<file path="src/rtl/score_display_ctrl.sv">
// Score/best-score controller for a six-digit 7-seg display.
// Ports: clk, rst_n, start/point_inc/crash pulses; digit0-5, state, new_best.
module score_display_ctrl #(
  parameter int BLINK_HALF = 25_000_000
) (
  input  logic       clk,
  input  logic       rst_n,
  input  logic       start,
  input  logic       point_inc,
  input  logic       crash,
  output logic [3:0] digit0,
  output logic [3:0] digit1,
  output logic [3:0] digit2,
  output logic [3:0] digit3,
  output logic [3:0] digit4,
  output logic [3:0] digit5,
  output logic [1:0] state,
  output logic       new_best
);

  localparam int CW = $clog2(BLINK_HALF);
  localparam logic [CW-1:0] CMAX = CW'(BLINK_HALF - 1);

  typedef enum logic [1:0] {
    IDLE = 2'b00,
    PLAY = 2'b01,
    OVER = 2'b10
  } st_t;

  st_t st_q, st_d;
  logic [11:0] score_q, score_d;
  logic [11:0] best_q, best_d;
  logic [11:0] inc, sc_next;
  logic nb_q, nb_d;
  logic ph_q, ph_d;
  logic [CW-1:0] cnt_q, cnt_d;

  // BCD +1 with ripple carry, saturating at 999
  always_comb begin
    inc = score_q;
    if (score_q != 12'h999) begin
      if (score_q[3:0] != 4'd9) begin
        inc[3:0] = score_q[3:0] + 4'd1;
      end else begin
        inc[3:0] = 4'd0;
        if (score_q[7:4] != 4'd9) begin
          inc[7:4] = score_q[7:4] + 4'd1;
        end else begin
          inc[7:4]  = 4'd0;
          inc[11:8] = score_q[11:8] + 4'd1;
        end
      end
    end
  end

  always_comb begin
    st_d    = st_q;
    score_d = score_q;
    best_d  = best_q;
    nb_d    = nb_q;
    ph_d    = ph_q;
    cnt_d   = cnt_q;
    sc_next = point_inc ? inc : score_q;
    unique case (st_q)
      IDLE: begin
        if (start) begin
          st_d    = PLAY;
          score_d = 12'h000;
          nb_d    = 1'b0;
        end
      end
      PLAY: begin
        score_d = sc_next;
        if (crash) begin
          st_d  = OVER;
          cnt_d = '0;
          ph_d  = 1'b0;
          // BCD digits order like binary, so a packed
          // compare is the hundreds-first digit compare
          if (sc_next > best_q) begin
            best_d = sc_next;
            nb_d   = 1'b1;
          end
        end
      end
      OVER: begin
        if (start) begin
          st_d    = PLAY;
          score_d = 12'h000;
          nb_d    = 1'b0;
          cnt_d   = '0;
          ph_d    = 1'b0;
        end else if (cnt_q == CMAX) begin
          cnt_d = '0;
          ph_d  = ~ph_q;
        end else begin
          cnt_d = cnt_q + CW'(1);
        end
      end
      default: st_d = IDLE;
    endcase
  end

  always_ff @(posedge clk or negedge rst_n) begin
    if (!rst_n) begin
      st_q    <= IDLE;
      score_q <= 12'h000;
      best_q  <= 12'h000;
      nb_q    <= 1'b0;
      ph_q    <= 1'b0;
      cnt_q   <= '0;
    end else begin
      st_q    <= st_d;
      score_q <= score_d;
      best_q  <= best_d;
      nb_q    <= nb_d;
      ph_q    <= ph_d;
      cnt_q   <= cnt_d;
    end
  end

  function automatic logic [11:0] lz(input logic [11:0] v);
    logic [11:0] r;
    r = v;
    if (v[11:8] == 4'd0) r[11:8] = 4'hF;
    if (v[11:4] == 8'd0) r[7:4] = 4'hF;
    return r;
  endfunction

  logic [11:0] sd, bd;

  always_comb begin
    sd = lz(score_q);
    bd = lz(best_q);
    if (st_q == OVER && ph_q) sd = 12'hFFF;
  end

  assign digit0   = sd[3:0];
  assign digit1   = sd[7:4];
  assign digit2   = sd[11:8];
  assign digit3   = bd[3:0];
  assign digit4   = bd[7:4];
  assign digit5   = bd[11:8];
  assign state    = st_q;
  assign new_best = nb_q;

endmodule

</file>
<file path="config.mk">
export PLATFORM = sky130hd
export DESIGN_NAME = score_display_ctrl
export DESIGN_NICKNAME = d
export VERILOG_FILES = /design/src/rtl/score_display_ctrl.sv
export SDC_FILE = /design/constraint.sdc
export NUM_CORES = 1
export LEC_CHECK = 0
export CELL_PAD_IN_SITES_DETAIL_PLACEMENT = 0
export CELL_PAD_IN_SITES_GLOBAL_PLACEMENT = 1
export CORE_ASPECT_RATIO = 0.9
export CORE_MARGIN = 1
export CORE_UTILIZATION = 40
export CTS_CLUSTER_SIZE = 10
export DETAILED_ROUTE_END_ITERATION = 16
export GPL_ROUTABILITY_DRIVEN = 0
export PLACE_DENSITY_LB_ADDON = 0.1
export SLEW_MARGIN = 30
export SYNTH_ARGS = -nofsm -noshare
export SYNTH_HDL_FRONTEND = slang
export SYNTH_SLANG_ARGS = --single-unit
</file>
<file path="constraint.sdc">
create_clock -name clk -period 3.8 [get_ports clk]
set_input_delay 0.76 -clock clk [delete_from_list [all_inputs] [get_ports clk]]
set_output_delay 0.76 -clock clk [all_outputs]
set_load 0.01 [all_outputs]
</file>
# After elaboration in Yosys (flattened, before gate mapping)
# Cells that the tools add are included.
[classes]
n_addsub = 4
order_cmp = 1
eq_ne = 10
n_mux = 28
n_bitwise = 1
reduce_logical = 15
[ops]
columns = ["operator", "n"]
rows = [
  ["$mux 25", 3],
  ["$pmux 25 s2", 1],
  ["$mux 12", 4],
  ["$mux 4", 7],
  ["$add 25x1->25 const B", 1],
  ["$eq 25x25->1 const B", 1],
  ["$pmux 12 s2", 1],
  ["$logic_not 8->1", 2],
  ["$add 4x1->4 const B", 3],
  ["$gt 12x12->1", 1],
  ["$ne 12x12->1 const B", 1],
  ["$logic_not 4->1", 2],
  ["$mux 8", 1],
  ["$ne 4x4->1 const B", 2],
  ["$mux 1", 6],
  ["$reduce_and 2->1", 3],
  ["$reduce_and 3->1", 2],
  ["$mux 2", 2],
  ["$ne 2x2->1 const B", 2],
  ["$pmux 1 s2", 2],
  ["$pmux 2 s2", 1],
  ["$reduce_and 4->1", 1],
  ["$reduce_bool 2->1", 2],
  ["$ne 3x3->1 const B", 1],
  ["7 further kinds", 7],
]
[word_totals]
ff_bits = 53
out_inout_bits = 27
elab_cells = 65

# Logic depth before layout (Yosys ltp)
# Gate-level depths: netlist of the first run.
[depth]
word_depth = 9
depth_mapped = 14
ltp_nobuf = 13

# Least setup slack after synthesis of the first run
# Ideal clock, no wire load.
[synth_path]
path_type = "input port to flip-flop"
startpoint = "input point_inc"
endpoint = "register best_q[2]"
setup_ns = 0.128
t_arrival_ns = 3.249
t_required_ns = 3.672
setup_slack_ns = 0.423
cell_stages = 11
path_buffers = 2
path_cell_list = "clkbuf_1 and4b_1 nand3_1 mux2_2 ha_1 a21oi_1 o21ai_0 a2111oi_0 a21oi_1 buf_2 mux2_1"
[synth_via]
elab_chain_cells = 3
[synth_lines]
columns = ["element", "line", "rtl"]
rows = [
  ["start, declared", "9", "input logic point_inc,"],
  ["$mux 12", "63", "sc_next = point_inc ? inc : score_q;"],
  ["via sc_next[9]", "33", "logic [11:0] inc, sc_next;"],
  ["$gt 12x12->1", "80", "if (sc_next > best_q) begin"],
  ["$reduce_and 3->1 (no source line)", "-", ""],
  ["end signal, assigned", "115", "best_q <= best_d;"],
  ["end, declared", "32", "logic [11:0] best_q, best_d;"],
]
# The timed path passes the listed nets, and every way through them passes these cells.
# A chain may end at the register's enable or synchronous reset.

# Worst setup path after layout of the first run
# Ends and elaborated chain as after synthesis.

==> impl_metrics.csv, run 1 <==
group,metric,value,unit
status,status,"complete, no violations",
drt,num_vias,2808,
setup_path,worstPathArrival,3.70,ns
global_routing,grt_max_degree,40,
sta,finalHoldViolCount,0,
logic_synthesis,synth.distinct_cells,58,
pwr,p_int,940,uW
pwr,power.density,363,nW/um^2
logic_synthesis,avgSynthCellArea,9.18,sq um
sta,min_period,3.51,ns
clocking,clock_latency,0.31,ns
floorplan,core-area,8150,sq um
drt,drt_first_pass_iters,4,
setup_path,startpoint,"point_inc",
floorplan,ioPinCount,32,
clocking,cts_sinks,53,
global_routing,grt_pass1_wl,13200,um
setup_path,crit_type,"in -> reg",
final_layout,layout_commonest_cell,"dfrtp_1",
sta,timing.fmax,285,MHz
final_layout,antenna_cells,0,
drt,drc,0,
drt,post_drt_wl_per_cell,15.9,um
logic_synthesis,synth_edf_count,0,
logic_synthesis,synth_nets,396,
final_layout,syn2layout_area_growth,15.6,%
floorplan,die_w,99.2,um
logic_synthesis,ys_ff_latch,53,
clocking,postCtsSetupBuffers,0,
final_layout,regArea,1330,sq um
logic_synthesis,postSynthCellCount,370,
sta,fin_skew,0.0160,ns
clocking,cts_tree,"built",
logic_synthesis,ys_seq_area_frac,0.390,
pwr,comb_power_share,0.312,
clocking,numCtsBuffers,5,
logic_synthesis,ys_warn_count,0,
clocking,cts_hold_buf,0,
clocking,clk_pin_slew_worst_paths,0.10,ns
pwr,swShare,0.341,
sta,maxSlewHeadroom,0.470,
job,cap_violations,0,
hold_path,hold_class,"in -> async",
placed_design,port-buffer-count,31,
pwr,p_switching,487,uW
placed_design,place_hpwl,6000,um
final_layout,multi_input_area,1920,sq um
global_routing,grt_pass1_vias,2475,
clocking,cts_max_level,2,
sta,worst_hold_slack,0.362,ns
drt,drt-total-wl,8080,um
pwr,total_leakage_power,0.00176,uW
pwr,irDropWorstVdd,0.137,mV
setup_path,r2r-start,"score_q[5]",
setup_path,critical_path_peak_fanout,5,
final_layout,drive_above_1_share,0.0954,
pwr,p_seq_frac,0.461,
floorplan,dieArea,8870,sq um
sta,setup_viol,0,
floorplan,dieHeight,89.4,um
global_routing,grt_usage,0.190,
sta,worst_pin_slew,0.792,ns
final_layout,layout_common_cells,"53 x dfrtp_1, 45 x nand2_1, 30 x clkdlybuf4s50_1",
floorplan,row_count,31,
clocking,cts.repair.resized,0,
logic_synthesis,synth_ff_type,"dfrtp_1",
clocking,clockRootBuffer,"clkbuf_8",
drt,ant_nets,0,
setup_path,cp-end-kind,"register",
global_routing,antenna_found_initial,0,
sta,fin_crit_sh,0.924,
sta,rsz0062_at_grt,"no",
clocking,cts.path.max_buffers,2,
final_layout,fin_nets,434,
pwr,total_power,1430,uW
logic_synthesis,netlist_area,3400,sq um
sta,final.setup.tns,0,ns
setup_path,crit_required,3.99,ns
logic_synthesis,synth-async-reset-ratio,1.00,
sta,slew_violations,0,
floorplan,initial_core_util,0.417,
global_routing,grt_overflow,0,
setup_path,cp-start-kind,"input pin",
drt,via_per_inst,5.53,
drt,drtIter0Drc,158,
pwr,pwr-share-clk,0.228,
final_layout,nFillCells,784,
## layout make-up
class                           count  share of cell area
Clock buffer                        5              0.0175
Inverter                           23              0.0220
Clock inverter                      3             0.00446
Tap cell                           99              0.0315
Timing Repair Buffer               42              0.0987
Sequential cell                    53               0.337
Multi-Input combinational cell    283               0.488
## per-layer routing
| layer | GRT usage | part of all wire | wire [um] | vias up |
|---|---|---|---|---|
| li1 | - | - | - | 1417 |
| met1 | 0.311 | 0.57 | 4630 | 1349 |
| met2 | 0.258 | 0.40 | 3200 | 37 |
| met3 | 0.0305 | 0.027 | 221 | 5 |
| met4 | 0.0321 | 0.0045 | 36 | 0 |
| met5 | 0 | 0 | 0 | - |
## cells by family (layout without fill, tap and decap cells)
group	Yosys count	in the layout	share of synthesized area
DFF	53	53	0.390
xor gates and xnor gates	10	10	0.0258
buffers and inverters	34	73	0.0449
muxes	18	18	0.0589
adders and majority gates	21	21	0.0773
AOI/OAI and AO/OA	77	77	0.154
and+or+nand+nor	157	157	0.249
## metrics by stage
| step | utilization | area (sq um) | worst slack, ns | instances |
|---|---|---|---|---|
| final | 0.482 | 3930 | 0.290 | 508 |
| after global routing | 0.482 | 3930 | 0.100 | 508 |
| after CTS | 0.482 | 3930 | 0.287 | 508 |
| after detailed placement | 0.472 | 3840 | -0.0132 | 500 |
| after global placement | 0.472 | 3840 | 0.0887 | 500 |
| after floorplan | - | 3400 | 0.423 | 370 |
## power groups by stage
stage	sequential, uW	clock, uW	combinational (uW)
after global routing	666	368	496
final	657	325	445
after floorplan	660	0	288
after global placement	669	0	446
after detailed placement	670	0	448
after CTS	658	339	449
## worst paths after layout
kind                                    to  slack [ns]  cells after the start
worst max-delay path             best_q[2]        0.29                     12
worst min-delay path            score_q[4]        0.36                      1
worst max register to register   best_q[2]        0.48                     13
worst min register to register   cnt_q[17]        0.52                      1
max in group asynchronous       score_q[8]        2.61                      2
min in group clk                 cnt_q[17]        0.52                      1
## state kept, by name, indices dropped and copies added (netlist names)
register	count
state	2
ph_q	1
new_best	1
cnt_q	25
best_q	12
score_q	12
## synthesized netlist by cell type (5+ instances only)
master	count	area, sq um
nor2_1	27	101
a21oi_1	17	85.1
or3_1	6	37.5
dfrtp_1	53	1330
o21ai_0	14	70.1
mux2_2	7	78.8
inv_1	23	86.3
and3_1	6	37.5
mux2_1	9	101
a22o_1	11	96.3
nand2b_1	6	37.5
nand4_1	9	56.3
xor2_1	5	43.8
nand3_1	19	95.1
ha_1	21	263
a31oi_1	8	50.1
xnor2_1	5	43.8
nor4_1	6	37.5
nand3b_1	6	45.0
nand2_1	45	169
## critical path, stage by stage
cell,delay [ns]
clkdlybuf4s50_1,0.53
nand4b_1,0.17
nor2_1,0.18
nand4_1,0.14
xnor2_1,0.24
ha_1,0.30
a21oi_1,0.16
o21ai_0,0.10
a2111oi_0,0.42
a21oi_1,0.19
buf_4,0.19
mux2_1,0.31
(Power assumes the default switching activity.)
==> run 2: changes to the inputs <==
CTS_CLUSTER_SIZE = default   (was 10)
==> results of run 2 <==
No change in the layout: final DEF, timing and power equal those of run 1.
==> run 3: changes to the inputs <==
CORE_MARGIN = default   (was 1)
MAX_ROUTING_LAYER = met4   (was default)
==> impl_metrics.csv, run 3 (synthesis results as in run 1) <==
group,metric,value,unit
status,status,"complete, no violations",
placed_design,place_hpwl,6000,um
drt,ant_nets,0,
clocking,cts_sinks,53,
global_routing,grt_overflow,0,
placed_design,dpl-instance-area,3840,sq um
final_layout,layout_commonest_cell,"dfrtp_1",
sta,setup_viol,0,
drt,via_per_inst,5.52,
clocking,clockRootBuffer,"clkbuf_8",
clocking,cts.repair.resized,0,
sta,fin_skew,0.0171,ns
setup_path,r2r-start,"score_q[5]",
hold_path,hold_class,"in -> async",
floorplan,die_w,99.2,um
pwr,power.density,363,nW/um^2
sta,fin_crit_sh,0.924,
final_layout,drive_above_1_share,0.0954,
global_routing,grt_pass1_wl,13200,um
pwr,total_power,1430,uW
floorplan,initial_core_util,0.417,
floorplan,dieArea,8870,sq um
final_layout,final_area,3930,sq um
sta,worst_pin_slew,0.792,ns
pwr,total_leakage_power,0.00176,uW
pwr,irDropWorstVdd,0.137,mV
placed_design,dp_worst_setup_slack,-0.0132,ns
drt,drt-total-wl,8070,um
setup_path,cp-start-kind,"input pin",
placed_design,port-buffer-count,31,
sta,finalHoldViolCount,0,
setup_path,regToRegEndpoint,"best_q[2]",
job,cap_violations,0,
sta,rsz0062_at_grt,"no",
setup_path,crit_type,"in -> reg",
drt,drt_first_pass_iters,4,
setup_path,cp-end-kind,"register",
clocking,cts_max_level,2,
clocking,clk_pin_slew_worst_paths,0.09,ns
drt,drtIter0Drc,141,
sta,timing.fmax,285,MHz
drt,highest_layer,"met4",
global_routing,grt_max_degree,40,
clocking,cts_hold_buf,0,
final_layout,layout_common_cells,"53 x dfrtp_1, 45 x nand2_1, 30 x clkdlybuf4s50_1",
final_layout,antenna_cells,0,
clocking,clock_latency,0.31,ns
final_layout,nFillCells,784,
floorplan,ioPinCount,32,
setup_path,worstPathArrival,3.70,ns
final_layout,largest_reg_flops,25,
final_layout,syn2layout_area_growth,15.6,%
final_layout,final_util,0.482,
sta,final.setup.tns,0,ns
sta,maxSlewHeadroom,0.470,
clocking,postCtsSetupBuffers,0,
drt,dr_wl_met3,251,um
sta,slew_violations,0,
floorplan,row_count,31,
sta,min_period,3.51,ns
final_layout,largest_register,"cnt_q",
setup_path,ff2ff_path_depth,13,
setup_path,critical_path_peak_fanout,5,
floorplan,core-area,8150,sq um
global_routing,grt_usage,0.197,
drt,drc,0,
drt,wl_met1,4580,um
final_layout,top_regs,"cnt_q x25, best_q x12, score_q x12",
drt,post_drt_wl_per_cell,15.9,um
clocking,cts.path.max_buffers,2,
setup_path,reg2reg_slack,0.48,ns
floorplan,dieHeight,89.4,um
drt,dr_wl_met2,3200,um
clocking,numCtsBuffers,5,
final_layout,fin_nets,434,
global_routing,grt_pass1_vias,2472,
setup_path,crit_required,3.99,ns
drt,num_vias,2803,
sta,setup_ws,0.291,ns
clocking,cts_tree,"built",
global_routing,antenna_found_initial,0,
run 3: cell counts in the layout (fill, tap and decap cells not counted):
No cell type changed its count.
run 3: worst max-delay path by stage:
stage,startpoint,to,slack [ns]
2_1_floorplan,point_inc,best_q[2],0.42
3_3_place_gp,point_inc,best_q[2],0.09
3_5_place_dp,point_inc,best_q[2],-0.01
4_1_cts,point_inc,best_q[2],0.29
5_1_grt,point_inc,best_q[2],0.10
6_report,point_inc,best_q[2],0.29
run 3: through the flow:
stage / hold slack, ns / cells
finish: 0.361 / 508
global placement: 0.497 / 500
detailed placement: 0.499 / 500
floorplan: 0.464 / 370
global route: 0.362 / 508
CTS: 0.356 / 508
run 3: final cells by class:
cell class | count | area [sq um] | share of cell area
Tap cell | 99 | 124 | 0.0315
Inverter | 23 | 86.3 | 0.0220
Timing Repair Buffer | 42 | 388 | 0.0987
Multi-Input combinational cell | 283 | 1920 | 0.488
Clock inverter | 3 | 17.5 | 0.00446
Sequential cell | 53 | 1330 | 0.337
Clock buffer | 5 | 68.8 | 0.0175
run 3: per-layer routing:
metal / up-vias / global-route usage
li1: 1418 / -
met1: 1340 / 0.312
met2: 40 / 0.257
met3: 5 / 0.0352
met4: 0 / 0.0281
met5: - / -
run 3: power breakdown:
| group | total, uW | leakage [uW] | internal, uW | switching (uW) |
|---|---|---|---|---|
| clock network | 325 | 0.0000439 | 128 | 197 |
| logic | 444 | 0.000985 | 204 | 240 |
| registers | 657 | 0.000732 | 608 | 49.8 |
run 3: worst max-delay path, cell delays in order:
cell and delay [ns]:
clkdlybuf4s50_1 0.53, nand4b_1 0.17, nor2_1 0.18, nand4_1 0.14, xnor2_1 0.24, ha_1 0.30, a21oi_1 0.16, o21ai_0 0.10
a2111oi_0 0.42, a21oi_1 0.19, buf_4 0.19, mux2_1 0.31
